File: src/rtl/buf_pkg.sv
// Shared types, default geometry and width helpers for the buffer controller.
package buf_pkg;

    localparam int unsigned DEF_SIZE = 16;
    localparam int unsigned DEF_K    = 4;
    localparam int unsigned DEF_J    = 8;

    typedef enum logic [1:0] {
        S_EMPTY = 2'd0,
        S_PART  = 2'd1,
        S_AVAIL = 2'd2,
        S_FULL  = 2'd3
    } state_t;

    function automatic int unsigned addr_w(input int unsigned size);
        return (size > 1) ? $clog2(size) : 1;
    endfunction

    // One extra bit so that a completely full buffer (count == SIZE) is representable.
    function automatic int unsigned cnt_w(input int unsigned size);
        return $clog2(size) + 1;
    endfunction

endpackage

File: src/rtl/ptr_advance.sv
// Registered modulo-SIZE pointer that steps by STEP words when enabled.
module ptr_advance
    import buf_pkg::*;
#(
    parameter int unsigned SIZE = DEF_SIZE,
    parameter int unsigned STEP = 1
) (
    input  logic                      i_clk,
    input  logic                      i_rst,
    input  logic                      i_en,
    output logic [addr_w(SIZE)-1:0]   o_ptr
);

    localparam int unsigned AW = addr_w(SIZE);
    // SIZE is a power of two, so natural AW-bit overflow is the modulo wrap.
    localparam logic [AW-1:0] C_STEP = AW'(STEP % SIZE);

    logic [AW-1:0] r_ptr;

    always_ff @(posedge i_clk) begin
        if (i_rst) begin
            r_ptr <= '0;
        end else if (i_en) begin
            r_ptr <= r_ptr + C_STEP;
        end
    end

    assign o_ptr = r_ptr;

endmodule

File: src/rtl/buffer_ctrl.sv
// Occupancy/pointer controller for a K-in, J-out word buffer.
// Define BUFFER_CTRL_ERR_EN to build the sticky ovf_err/udf_err flags.
module buffer_ctrl
    import buf_pkg::*;
#(
    parameter int unsigned SIZE = DEF_SIZE,
    parameter int unsigned K    = DEF_K,
    parameter int unsigned J    = DEF_J
) (
    input  logic                     clk,
    input  logic                     rst,
    input  logic                     push,
    input  logic                     pop,
    output logic                     in_ready,
    output logic                     out_valid,
    output logic                     ld,
    output logic [addr_w(SIZE)-1:0]  write_add,
    output logic [addr_w(SIZE)-1:0]  read_add,
    output logic [cnt_w(SIZE)-1:0]   count,
    output state_t                   state,
    output logic                     ovf_err,
    output logic                     udf_err
);

    localparam int unsigned CW = cnt_w(SIZE);
    localparam logic [CW-1:0] C_SIZE = CW'(SIZE);
    localparam logic [CW-1:0] C_K    = CW'(K);
    localparam logic [CW-1:0] C_J    = CW'(J);

    logic [CW-1:0] r_count;
    logic [CW-1:0] w_count_next;
    state_t        r_state;
    state_t        w_state_next;
    logic          w_pop_ok;

    assign in_ready  = (C_SIZE - r_count) >= C_K;
    assign out_valid = r_count >= C_J;
    assign ld        = push && in_ready && !rst;
    assign w_pop_ok  = pop && out_valid && !rst;

    // Accepted loads keep count <= SIZE-K beforehand, so the sum never overflows CW bits.
    always_comb begin
        w_count_next = r_count;
        if (ld) begin
            w_count_next = w_count_next + C_K;
        end
        if (w_pop_ok) begin
            w_count_next = w_count_next - C_J;
        end
    end

    always_comb begin
        w_state_next = S_PART;
        if (w_count_next == '0) begin
            w_state_next = S_EMPTY;
        end else if ((C_SIZE - w_count_next) < C_K) begin
            w_state_next = S_FULL;
        end else if (w_count_next >= C_J) begin
            w_state_next = S_AVAIL;
        end
    end

    always_ff @(posedge clk) begin
        if (rst) begin
            r_count <= '0;
            r_state <= S_EMPTY;
        end else begin
            r_count <= w_count_next;
            r_state <= w_state_next;
        end
    end

    ptr_advance #(
        .SIZE (SIZE),
        .STEP (K)
    ) u_wr_ptr (
        .i_clk (clk),
        .i_rst (rst),
        .i_en  (ld),
        .o_ptr (write_add)
    );

    ptr_advance #(
        .SIZE (SIZE),
        .STEP (J)
    ) u_rd_ptr (
        .i_clk (clk),
        .i_rst (rst),
        .i_en  (w_pop_ok),
        .o_ptr (read_add)
    );

    assign count = r_count;
    assign state = r_state;

`ifdef BUFFER_CTRL_ERR_EN
    logic r_ovf_err;
    logic r_udf_err;

    always_ff @(posedge clk) begin
        if (rst) begin
            r_ovf_err <= 1'b0;
            r_udf_err <= 1'b0;
        end else begin
            if (push && !in_ready) r_ovf_err <= 1'b1;
            if (pop && !out_valid) r_udf_err <= 1'b1;
        end
    end

    assign ovf_err = r_ovf_err;
    assign udf_err = r_udf_err;
`else
    assign ovf_err = 1'b0;
    assign udf_err = 1'b0;
`endif

endmodule

File: config.mk
export PLATFORM = sky130hd
export DESIGN_NAME = buffer_ctrl
export DESIGN_NICKNAME = d
export VERILOG_FILES = /design/src/rtl/buf_pkg.sv /design/src/rtl/ptr_advance.sv /design/src/rtl/buffer_ctrl.sv
export SDC_FILE = /design/constraint.sdc
export NUM_CORES = 1
export LEC_CHECK = 0
export BUFFER_PORTS_ARGS = -buffer_cell sky130_fd_sc_hd__buf_2
export CAP_MARGIN = 20
export CORE_MARGIN = 10
export CORE_UTILIZATION = 46
export CTS_CLUSTER_SIZE = 28
export DETAILED_ROUTE_END_ITERATION = 16
export GPL_ROUTABILITY_DRIVEN = 0
export GPL_TIMING_DRIVEN = 1
export HOLD_SLACK_MARGIN = 0.03
export PLACE_DENSITY = 0.76
export SLEW_MARGIN = 40
export SYNTH_ARGS = -nofsm -noshare
export SYNTH_HDL_FRONTEND = slang
export SYNTH_SLANG_ARGS = --single-unit
File: constraint.sdc
create_clock -name clk -period 3.2 [get_ports clk]
set_input_delay 0.64 -clock clk [delete_from_list [all_inputs] [get_ports clk]]
set_output_delay 0.64 -clock clk [all_outputs]
set_load 0.02 [all_outputs]
# Yosys cells after proc, flatten, opt, wreduce, memory -nomap -nowiden
# Index checks and enable logic that the tools add are counted.
dict set report word_totals {
  reg_bits 15
  latch_bits 0
  ram_bits 0
  mem_bits_ro 0
  inputBits 4
  wordCells 25
  memories 0
}
dict set report classes {
  n_addsub 6
  n_mul 0
  div 0
  order_cmp 4
  n_eq_ne 0
  n_shift 0
  muxes 4
  bitwise 0
  reduce_logical 7
}
# operator n
set ops {}
lappend ops {{greater-or-equal comparator 5 x 4 -> 1 bit, second input constant} 2}
lappend ops {{two-way mux 5 bit} 2}
lappend ops {{subtractor 5 bit, first input constant} 2}
lappend ops {{adder 5 x 3 -> 5 bit, second input constant} 1}
lappend ops {{greater-or-equal comparator 5 x 3 -> 1 bit, second input constant} 1}
lappend ops {{logical NOT 5 bit} 1}
lappend ops {{< comparator 5 x 3 -> 1 bit, second input constant} 1}
lappend ops {{subtractor 5 x 4 -> 5 bit, second input constant} 1}
lappend ops {{adder 4 x 3 -> 4 bit, second input constant} 1}
lappend ops {{adder 4 bit, second input constant} 1}
lappend ops {{logical AND 1 bit} 4}
lappend ops {{two-way mux 2 bit} 2}
lappend ops {{OR reduction 2 bit} 1}
lappend ops {{logical NOT 1 bit} 1}

# Depth between registers and ports, before layout
dict set report depth {
  depth_word 10
  mapped_depth 10
}

# By module
# A second synthesis with hierarchy kept.
dict set report hier_totals {
  cells_unflattened 55
  hier_area_um2 520.5
}
# module instances cells_each area_each_um2 seq_area_each_um2
set by_module_without_submodules {}
lappend by_module_without_submodules {buffer_ctrl 1 38 364.1 100.1}
lappend by_module_without_submodules {{ptr_advance at u_wr_ptr} 1 10 97.6 40.0}
lappend by_module_without_submodules {{ptr_advance at u_rd_ptr} 1 7 58.8 20.0}

# Worst setup path after synthesis
# OpenSTA, ideal clock, no wires.
dict set report synth_path {
  path_type {reg2reg}
  from {reg r_count[2], in the netlist count[2]}
  to {reg r_state[1], in the netlist state[1]}
  arrival_time_ns 2.417
  required_time_ns 3.109
  slack_ns 0.692
  stages_incl_launch_ff 10
  n_path_buf 0
  period_less_slack_ns 2.508
  path_cell_list {dfxtp_1 > inv_1 > ha_1 > nor3_1 > nand2_1 > a41o_1 > xor2_1 > ha_1 > nand2_1 > a311oi_1}
}
dict set report synth_between {
  elab_chain_len 10
  elab_cells_between_ends 18
}
# item line
set synth_rtl {}
lappend synth_rtl {{start: declaration} buffer_ctrl.sv:30} ;# logic [CW-1:0] r_count;
lappend synth_rtl {{start signal: assignment} buffer_ctrl.sv:68} ;# r_count <= w_count_next;
lappend synth_rtl {{subtractor 5 bit} buffer_ctrl.sv:36} ;# assign in_ready = (C_SIZE - r_count) >= C_K;
lappend synth_rtl {{greater-or-equal comparator 5 x 3 -> 1 bit} buffer_ctrl.sv:36}
lappend synth_rtl {{logical AND 1 bit (2 in a row)} buffer_ctrl.sv:38} ;# assign ld = push && in_ready && !rst;
lappend synth_rtl {{two-way mux 5 bit} buffer_ctrl.sv:44} ;# if (ld) begin
lappend synth_rtl {{subtractor 5 x 4 -> 5 bit} buffer_ctrl.sv:48} ;# w_count_next = w_count_next - C_J;
lappend synth_rtl {{two-way mux 5 bit *} buffer_ctrl.sv:47} ;# if (w_pop_ok) begin
lappend synth_rtl {{subtractor 5 bit or greater-or-equal comparator 5 x 4 -> 1 bit (tied branches)} {buffer_ctrl.sv:56, buffer_ctrl.sv:58}}
lappend synth_rtl {{< comparator 5 x 3 -> 1 bit or two-way mux 2 bit (tied branches)} {buffer_ctrl.sv:56, buffer_ctrl.sv:58}}
lappend synth_rtl {{two-way mux 2 bit} buffer_ctrl.sv:56} ;# end else if ((C_SIZE - w_count_next) < C_K) begin
lappend synth_rtl {{end signal: assignment} buffer_ctrl.sv:69} ;# r_state <= w_state_next;
lappend synth_rtl {{end: declaration} buffer_ctrl.sv:32} ;# state_t r_state;
# Every way passes the cells marked *; elsewhere a longest branch is shown, timed or not.
# A chain may end at the register's enable or synchronous reset.

# Final worst setup path
dict set report layout_path {
  from {reg r_count[2], in the netlist count[2]}
  to {out ld}
}
dict set report layout_between {
  elab_chain_len 4
}
# item line
set layout_rtl {}
lappend layout_rtl {{subtractor 5 bit} buffer_ctrl.sv:36}
lappend layout_rtl {{greater-or-equal comparator 5 x 3 -> 1 bit} buffer_ctrl.sv:36}
lappend layout_rtl {{logical AND 1 bit (2 in a row)} buffer_ctrl.sv:38}
lappend layout_rtl {{end: declaration} buffer_ctrl.sv:16} ;# output logic ld,
# No other way between the ends.

==> impl_metrics.tcl <==
set metrics [dict create \
    groute.usage.overall_pct 7.496 \
    postCtsHoldBufs 0 \
    yosysTopAreaCellShare_pct 25.96 \
    crit_start "count[2]" \
    die_y_um 56.62 \
    fin_worst_skew_ns 0.001030 \
    r2r_slack_ns 0.58 \
    synth_area_per_cell_um2 8.567 \
    cts_resized 0 \
    grt_start_max_net_pins 14 \
    clkSinkCount 8 \
    yosys.area.top_type "dfxtp_1" \
    synth.area.top_cells "dfxtp_1, buf_4, ha_1" \
    finalSetupTns_ns 0 \
    antenna_found_initial 0 \
    dp_cells 99 \
    drtIter0Drc 8 \
    max_stage_delay_ns 0.46 \
    netlist_area_um2 616.8 \
    cts_tree "built" \
    postCtsSetupBuffers 0 \
    initial_utilization_pct 48.00 \
    hold_viol 0 \
    hp-class "register to register" \
    netSwitchingPower_mw 0.3097 \
    drive_gt1_share_pct 24.14 \
    io_pins 24 \
    cts_max_level 1 \
    detail_route.vias_per_cell 5.078 \
    whs_ns 0.5161 \
    synth_flop_cell "dfxtp_1" \
    cp_max_fo 8 \
    crit_type "register to output pin" \
    crit_end "ld" \
    drc 0 \
    port_buffers 14 \
    slew_viol_final 0 \
    synth_cell_type_count 29 \
    cts_buffer_depth 2 \
    reg2reg_to "state[1]" \
    status "complete, no violations" \
    crit_required_ns 2.56 \
    total_power_mw 0.6457 \
    timing.final.crit_share_pct 85.46 \
    path_cells "inv_1, ha_1, nor3_1, nand2b_2, nand2_1, nor2_1, buf_2" \
    p_leak_nw 0.3355 \
    arrival_ns 2.09 \
    worstSetupStartpointType "register" \
    vias 518 \
    power_frac_clock_pct 11.8 \
    clock_latency_ns 0.25 \
    synth_edf_count 0 \
    antenna_left 0 \
    reg2regPathDepth 9 \
    slowest_stage "dfxtp_1" \
    seqPwrFrac_pct 25.5 \
    rsz0062_at_grt "no" \
    synth_warnings 0 \
    synth_seq_cells 8 \
    max_freq_mhz 365.7 \
    die_area_mm2 0.003206 \
    r2r-start "count[2]" \
    end_kind "output pin" \
    cts_made_buffers 3 \
    setup_viol 0 \
    antenna_cells 0 \
    intPower_mw 0.3360 \
    switching_share_pct 47.96 \
    cap_violations 0 \
    instances_no_fill 102 \
    grt_pass1_wl_um 1966 \
    first_pass_iters 6 \
    routedWlPerCell_um 12.84 \
    core_area_mm2 0.001285 \
    overflow 0 \
    ys_seq_area_share_pct 25.96 \
    pre_cts_slack_ns 0.5787 \
    fin_nets 98 \
    dp_hpwl_um 1063 \
    row_count 13 \
    synthCells 72 \
    cts_root_buffer "clkbuf_4" \
    finalCriticalPeriod_ns 2.735 \
    p_comb_share_pct 62.7 \
    p_per_area_mw_per_mm2 941.7 \
    path_clk_slew_ns 0.05 \
    fp.dieW_um 56.62 \
    syn2layout_area_growth_pct 11.16 \
    setup_slack_ns 0.4652 \
    wl_um 1310 \
    grt_pass1_vias 455 \
    async_flop_share_pct 0 \
    vdd_drop_max_uv 427.8 \
]
==> routing by layer <==
metal  GRT usage, %  wire (µm)
met1          7.895        556
met2          11.44        633
met3          6.292        120
met4          1.031          0
met5              0          0
==> flip-flops by register name, indices dropped and copies added (netlist names) <==
register / flops
u_wr_ptr.o_ptr: 2
state: 2
u_rd_ptr.o_ptr: 1
count: 3
==> synthesized netlist by cell type (2+ instances only) <==
| cell | instances |
|---|---|
| xor2_1 | 5 |
| a21oi_1 | 3 |
| inv_1 | 3 |
| o31ai_1 | 2 |
| o21ai_0 | 2 |
| buf_4 | 9 |
| dfxtp_1 | 8 |
| nand2_1 | 6 |
| xnor2_1 | 4 |
| ha_1 | 5 |
| nor2_1 | 7 |
==> power by group through the flow <==
stage          sequential, mW  combinational, mW  clock, mW
6_report                0.165              0.405     0.0761
5_1_grt                 0.169              0.443     0.0853
4_1_cts                 0.165              0.409     0.0807
3_5_place_dp            0.167              0.408          0
3_3_place_gp            0.166              0.398          0
2_1_floorplan           0.200              0.283          0
==> through the flow <==
step	util [%]	cell area [µm²]
after floorplan	-	646.9
after global placement	51.61	663.1
after detailed placement	51.61	663.1
after CTS	53.36	685.7
after global routing	53.36	685.7
final	53.36	685.7
==> kinds of logic (layout without fill, tap and decap cells) <==
kind of cell             after synthesis  in the layout  synth area share [%]
multiplexers                           1              1                 1.825
other                                  1              9                0.6079
AO/OA/AOI/OAI                         13             13                 15.21
XOR/XNOR                              10             10                 15.42
AND/OR/NAND/NOR                       21             21                 17.24
buffers and inverters                 13             20                 13.59
flip-flops                             8              8                 25.96
adder cells (fa/ha/maj)                5              5                 10.14
==> how the worst min path moves through the flow <==
| stage | endpoint | startpoint | slack, ns | depth (start not counted) |
|---|---|---|---|---|
| 2_1_floorplan | u_rd_ptr.o_ptr[3] | u_rd_ptr.o_ptr[3] | 0.62 | 2 |
| 3_3_place_gp | u_wr_ptr.o_ptr[3] | u_wr_ptr.o_ptr[3] | 0.50 | 2 |
| 3_5_place_dp | u_rd_ptr.o_ptr[3] | u_rd_ptr.o_ptr[3] | 0.51 | 2 |
| 4_1_cts | u_rd_ptr.o_ptr[3] | u_rd_ptr.o_ptr[3] | 0.52 | 2 |
| 5_1_grt | u_rd_ptr.o_ptr[3] | u_rd_ptr.o_ptr[3] | 0.54 | 2 |
| 6_report | u_rd_ptr.o_ptr[3] | u_rd_ptr.o_ptr[3] | 0.52 | 2 |
==> area by class of cell <==
cell class                      count  area [µm²]
Fill cell                         129       599.3
Multi-Input combinational cell     59       402.9
Sequential cell                     8       160.2
Timing Repair Buffer               14       70.07
Clock buffer                        3       22.52
Tap cell                           15       18.77
Inverter                            3       11.26
==> layout by cell type, fill, tap and decap left out, types with 2 or more instances in the layout <==
master,count
dfxtp_1,8
inv_1,3
ha_1,5
nand2_1,6
xnor2_1,4
buf_2,14
clkbuf_4,3
conb_1,9
o21ai_0,2
xor2_1,5
a21oi_1,3
o31ai_1,2
nor2_1,7
==> critical path: cells and delay by family, from the launching register on <==
kind	cells	cell delay, ns
adders and majority gates	1	0.37
buffers and inverters	2	0.32
DFF	1	0.46
and+or+nand+nor	4	0.69
Note: power is estimated with default switching activity, not from simulation.
